===== src/rtl/ultrasonic_ranger.sv =====
// ultrasonic_ranger: HC-SR04-class trigger/echo timer with centimetre conversion.
// Optional macro RANGER_GLITCH_FILTER_EN: requires the synchronised echo to hold
// a new level for 4 consecutive cycles before an edge is recognised.
module ultrasonic_ranger #(
    parameter int unsigned CLKS_PER_US = 50,
    parameter int unsigned TRIG_US     = 10,
    parameter int unsigned US_PER_CM   = 58,
    parameter int unsigned TIMEOUT_US  = 30000,
    parameter int unsigned HOLDOFF_US  = 60000
) (
    input  logic        clk,
    input  logic        rst,
    input  logic        start,
    input  logic        echo,
    output logic        trig,
    output logic [11:0] distance_out,
    output logic        done,
    output logic        timeout,
    output logic        busy
);

    localparam int unsigned MAX_A  = (TIMEOUT_US > HOLDOFF_US) ? TIMEOUT_US : HOLDOFF_US;
    localparam int unsigned MAX_US = (MAX_A > TRIG_US) ? MAX_A : TRIG_US;
    localparam int unsigned US_W   = $clog2(MAX_US + 1);
    localparam int unsigned PRE_W  = $clog2(CLKS_PER_US) + 1;
    localparam int unsigned SUB_W  = $clog2(US_PER_CM) + 1;
    localparam logic [11:0] CM_SAT = 12'hFFE;
    localparam logic [11:0] CM_TO  = 12'hFFF;

    typedef enum logic [2:0] {
        S_IDLE,
        S_TRIG,
        S_WAIT_ECHO,
        S_MEASURE,
        S_FINISH,
        S_HOLDOFF
    } state_t;

    state_t             r_state;
    state_t             w_state_nxt;
    logic [PRE_W-1:0]   r_pre;
    logic [US_W-1:0]    r_us;
    logic [SUB_W-1:0]   r_sub;
    logic [SUB_W-1:0]   w_sub_nxt;
    logic [11:0]        r_cm;
    logic [11:0]        w_cm_nxt;
    logic [11:0]        r_dist;
    logic [11:0]        w_dist_nxt;
    logic               r_timeout;
    logic               w_timeout_nxt;
    logic               r_trig;
    logic               r_done;
    logic               r_busy;
    logic               r_sync1;
    logic               r_sync2;
    logic               r_echo_d;
    logic               w_echo_s;
    logic               w_rise;
    logic               w_fall;
    logic               w_tick;
    logic               w_entry;

    // Two-flop synchroniser for the asynchronous echo line, plus edge-detect history
    always_ff @(posedge clk) begin
        if (rst) begin
            r_sync1  <= 1'b0;
            r_sync2  <= 1'b0;
            r_echo_d <= 1'b0;
        end else begin
            r_sync1  <= echo;
            r_sync2  <= r_sync1;
            r_echo_d <= w_echo_s;
        end
    end

`ifdef RANGER_GLITCH_FILTER_EN
    logic       r_filt;
    logic [1:0] r_fcnt;

    // Accept a new echo level only after it has been stable for 4 cycles
    always_ff @(posedge clk) begin
        if (rst) begin
            r_filt <= 1'b0;
            r_fcnt <= 2'd0;
        end else if (r_sync2 != r_filt) begin
            if (r_fcnt == 2'd3) begin
                r_filt <= r_sync2;
                r_fcnt <= 2'd0;
            end else begin
                r_fcnt <= r_fcnt + 2'd1;
            end
        end else begin
            r_fcnt <= 2'd0;
        end
    end

    assign w_echo_s = r_filt;
`else
    assign w_echo_s = r_sync2;
`endif

    assign w_rise  = w_echo_s & ~r_echo_d;
    assign w_fall  = ~w_echo_s & r_echo_d;
    assign w_tick  = (r_pre == PRE_W'(CLKS_PER_US - 1));
    assign w_entry = (w_state_nxt != r_state);

    // State register
    always_ff @(posedge clk) begin
        if (rst) begin
            r_state <= S_IDLE;
        end else begin
            r_state <= w_state_nxt;
        end
    end

    // Next-state, centimetre conversion and result selection
    always_comb begin
        w_state_nxt   = r_state;
        w_sub_nxt     = r_sub;
        w_cm_nxt      = r_cm;
        w_dist_nxt    = r_dist;
        w_timeout_nxt = r_timeout;
        case (r_state)
            S_IDLE: begin
                if (start) begin
                    w_state_nxt = S_TRIG;
                end
            end
            S_TRIG: begin
                if (w_tick && (r_us == US_W'(TRIG_US - 1))) begin
                    w_state_nxt = S_WAIT_ECHO;
                end
            end
            S_WAIT_ECHO: begin
                if (w_rise) begin
                    w_state_nxt = S_MEASURE;
                end else if (w_tick && (r_us == US_W'(TIMEOUT_US - 1))) begin
                    w_state_nxt   = S_FINISH;
                    w_dist_nxt    = CM_TO;
                    w_timeout_nxt = 1'b1;
                end
            end
            S_MEASURE: begin
                // The tick landing in the falling-edge cycle still counts toward the result
                if (w_tick) begin
                    if (r_sub == SUB_W'(US_PER_CM - 1)) begin
                        w_sub_nxt = '0;
                        w_cm_nxt  = (r_cm == CM_SAT) ? r_cm : r_cm + 12'd1;
                    end else begin
                        w_sub_nxt = r_sub + SUB_W'(1);
                    end
                end
                if (w_fall) begin
                    w_state_nxt   = S_FINISH;
                    w_dist_nxt    = w_cm_nxt;
                    w_timeout_nxt = 1'b0;
                end else if (w_tick && (r_us == US_W'(TIMEOUT_US - 1))) begin
                    w_state_nxt   = S_FINISH;
                    w_dist_nxt    = CM_TO;
                    w_timeout_nxt = 1'b1;
                end
            end
            S_FINISH: begin
                w_state_nxt = S_HOLDOFF;
            end
            S_HOLDOFF: begin
                if (w_tick && (r_us == US_W'(HOLDOFF_US - 1))) begin
                    w_state_nxt = S_IDLE;
                end
            end
            default: begin
                w_state_nxt = S_IDLE;
            end
        endcase
    end

    // Prescaler, per-state microsecond counter and conversion counters; all cleared on state entry
    always_ff @(posedge clk) begin
        if (rst || w_entry) begin
            r_pre <= '0;
            r_us  <= '0;
            r_sub <= '0;
            r_cm  <= '0;
        end else if (r_state != S_IDLE) begin
            r_pre <= w_tick ? '0 : r_pre + PRE_W'(1);
            r_us  <= w_tick ? r_us + US_W'(1) : r_us;
            r_sub <= w_sub_nxt;
            r_cm  <= w_cm_nxt;
        end
    end

    // Registered outputs derived from the upcoming state
    always_ff @(posedge clk) begin
        if (rst) begin
            r_trig    <= 1'b0;
            r_done    <= 1'b0;
            r_busy    <= 1'b0;
            r_dist    <= '0;
            r_timeout <= 1'b0;
        end else begin
            r_trig    <= (w_state_nxt == S_TRIG);
            r_done    <= (w_state_nxt == S_FINISH);
            r_busy    <= (w_state_nxt != S_IDLE);
            r_dist    <= w_dist_nxt;
            r_timeout <= w_timeout_nxt;
        end
    end

    assign trig         = r_trig;
    assign done         = r_done;
    assign busy         = r_busy;
    assign distance_out = r_dist;
    assign timeout      = r_timeout;

endmodule


===== config.mk =====
export PLATFORM = sky130hd
export DESIGN_NAME = ultrasonic_ranger
export DESIGN_NICKNAME = d
export VERILOG_FILES = /design/src/rtl/ultrasonic_ranger.sv
export SDC_FILE = /design/constraint.sdc
export NUM_CORES = 1
export LEC_CHECK = 0
export BUFFER_PORTS_ARGS = -buffer_cell sky130_fd_sc_hd__buf_2
export CORE_UTILIZATION = 55
export CTS_CLUSTER_SIZE = 40
export DETAILED_ROUTE_END_ITERATION = 8
export PLACE_DENSITY = 0.73
export SLEW_MARGIN = 20
export SYNTH_ARGS = -nofsm -noshare
export SYNTH_HDL_FRONTEND = slang
export SYNTH_SLANG_ARGS = --single-unit
export TNS_END_PERCENT = 30

===== constraint.sdc =====
create_clock -name clk -period 3.3 [get_ports clk]
set_input_delay 0.33 -clock clk [delete_from_list [all_inputs] [get_ports clk]]
set_output_delay 0.33 -clock clk [all_outputs]
set_load 0.05 [all_outputs]

==> results.md <==
- Non-Filler Instances: 522
- Layout cells sized above 1: 13.0%
- Post-route antenna net violation count: 0
- GPL Wtd Cong: 0.789
- Clock Latency Late Sink: 0.35 ns
- Post-DP HPWL: 4.83 mm
- Final worst slack: 0.402 ns
- MaxCap Viol Count: 0
- Seq/Total Area, Yosys: 37.2%
- VDD IR-drop max: 0.374 mV
- Hold_buf cts: 0
- Worst hold path type: in -> reg
- 1st-iter DRT viols: 206
- # nets final: 454
- Most frequent cells in the layout: nor2_1 (70), dfxtp_1 (64), nand2_1 (49)
- Wire per inst: 13.6 um
- Warning count from the yosys run: 0
- CTS buffer count: 9
- Reg2Reg Launch Point: r_pre[0]$_SDFFE_PP0N_
- Final Max Tran Viols: 0
- Period minus WS final: 2.90 ns
- Horiz. Die Dim: 81.2 um
- Start point of the worst hold path: echo
- Crit path kind: reg -> reg
- Clock Path Buffers: 2
- RSZ-0062 raised after global routing: false
- Hold endpoint: r_sync1$_SDFF_PP0_
- Largest net degree at the start of global routing: 43
- ANT cells: 0
- Number of flops mapped to enable cells by yosys: 0
- GRT Overall Usage: 24.2%
- Post-synthesis cell area: 3450 sq um
- Final Hold Viols: 0
- CTS tree: yes
- Pre-CTS WS: 0.405 ns
- Final setup vio count: 0
- Clock Skew: 0.00608 ns
- Avg Cell Area, Syn: 8.08 sq um
- WHS Path Cells: 2
- Tcrit/Tclk final: 87.8%
- Fin Setup TNS: 0 ns
- Worst slew pin tran: 0.815 ns
- Status: completed
- Ys async rst share: 0%
- Via/cell ratio: 5.66
- Leak Pwr: 1.43 nW
- Drt total wl: 7.13 mm
- Floorplan row count: 28
- Yosys cell types: 50
- Via count: 2,957
- #FFs+latches synth: 64
- Most common cell after layout, fill and taps aside: nor2_1
- H-tree levels: 3
- Setup Buffers After CTS: 0
- Worst R2R Setup Slack: 0.40 ns
- Placed insts: 506
- Die H: 81.2 um
- Slew Limit Headroom: 45.2%
- CP max stage delay: 0.57 ns
- Worst Path Required: 3.57 ns
- Max FO, Critical Path: 25
- Syn Inst Count: 427
- Syn nets: 439
- Clock-pin slew on the worst setup and hold paths: 0.07 ns
- Ys flop type: dfxtp_1
- First-pass GRT wire length: 12.2 mm
- Number of antenna violations at the first check in global routing: 0
- Die area: 6590 sq um
- Vias in the first global route: 2,680
- Reg2reg path depth: 8
- Starting Density: 57.6%
- Resized Gates After CTS: 0
- Clock root buffer: clkbuf_8
- Drt drc: 0
- Total grt overflow: 0
- Sink Count: 64
- Worst path slowest cell: or4b_1
- Drt pass-1 iters: 5
- CORE AREA: 5990 sq um
- Area Overhead vs Synth: 12.4%
- Crit path DAT: 3.17 ns
- Worst reg2reg endpoint: r_sub[1]$_SDFFE_PP0P_
- Count of buffers from port buffering: 19
- Crit. End Element: flip-flop
- Crit-path cells: ha_1 > or4b_1 > or4_4 > o211ai_1 > and4_2 > xnor2_4 > buf_16 > nor3b_1
- Pwr dens: 463 nW/um^2
- CP startpoint kind: flip-flop
- Max Clock Freq: 345 MHz
- # IOs: 20
layout make-up:
type / instances / area, sq um
tap: 75 / 93.8
multi-input combinational: 331 / 2020
sequential: 64 / 1280
clock inverter: 5 / 128
fill: 532 / 2110
timing repair buffer: 27 / 175
inverter: 9 / 33.8
clock buffer: 11 / 141
state kept, by name (all words and copies together), names as in the netlist, 3 cells and up:
signal	count
r_us	16
distance_out	12
r_cm	12
r_pre	7
r_sub	7
r_state	3
worst max-delay path: cells and delay by family, from the launching register on:
kind,cells,cell delay (ns)
adder cells (fa/ha/maj),1,0.19
AND/OR/NAND/NOR,4,1.59
flip-flops,1,0.40
buffers and inverters,1,0.25
AO/OA/AOI/OAI,1,0.18
XOR/XNOR,1,0.20
how the worst max path moves through the flow:
stage | startpoint | endpoint | slack [ns] | cells past startpoint
after floorplan | r_pre[0]$_SDFFE_PP0N_ | r_pre[5]$_SDFFE_PP0N_ | 0.69 | 9
after global placement | r_pre[0]$_SDFFE_PP0N_ | r_sub[1]$_SDFFE_PP0P_ | 0.44 | 7
after CTS | r_pre[0]$_SDFFE_PP0N_ | r_sub[1]$_SDFFE_PP0P_ | 0.40 | 8
final | r_pre[0]$_SDFFE_PP0N_ | r_sub[1]$_SDFFE_PP0P_ | 0.40 | 8
after global routing | r_pre[0]$_SDFFE_PP0N_ | r_sub[1]$_SDFFE_PP0P_ | 0.20 | 8
after detailed placement | r_pre[0]$_SDFFE_PP0N_ | r_sub[1]$_SDFFE_PP0P_ | 0.41 | 8
cell families (layout without fill, tap and decap cells):
kind of cell               count (synthesis)  in the layout  synth area share [%]
muxes                                      2              2                 0.581
DFF                                       64             64                  37.2
and+or+nand+nor                          238            238                  36.1
buffers and inverters                     32             52                  4.46
xor gates and xnor gates                  41             41                  10.6
AOI/OAI and AO/OA                         42             42                  8.16
adders and majority gates                  8              8                  2.90
synth_stat cells, drive strengths merged (5+ instances only):
cell type | number | area (sq um)
and3 | 7 | 43.8
nor3 | 21 | 115
xnor2 | 21 | 191
nand2b | 5 | 31.3
nand4 | 13 | 81.3
nor4 | 14 | 106
o21ai | 8 | 40.0
buf | 12 | 78.8
a211oi | 11 | 87.6
clkbuf | 11 | 41.3
dfxtp | 64 | 1280
and4 | 6 | 53.8
inv | 9 | 33.8
xor2 | 20 | 175
nand2 | 49 | 184
nor2b | 5 | 31.3
nor2 | 70 | 263
nand3 | 18 | 90.1
or3 | 5 | 31.3
ha | 8 | 100
nor3b | 5 | 52.6
a21oi | 7 | 35.0
metrics by stage:
stage               total power, W  utilization, %  hold slack [ns]  cell area (sq um)
floorplan                 0.000876               -            0.414               3450
global placement          0.000890            59.8            0.429               3580
global route               0.00185            64.7            0.202               3880
detailed placement        0.000907            60.2            0.445               3610
finish                     0.00179            64.7            0.196               3880
CTS                        0.00181            64.7            0.193               3880
metal layers:
layer  routed length, um  global-route usage, %
met5                   0                      0
met4                 137                   11.8
met3                 263                   4.16
met2                3110                   37.6
met1                3610                   32.3
where the power goes:
part           switching (W)  internal [W]  total (W)
combinational      0.0000697     0.0000336   0.000103
clock               0.000306      0.000599   0.000906
sequential        0.00000729      0.000778   0.000786
total               0.000384       0.00141    0.00179
Power figures use the tool's default switching activity.
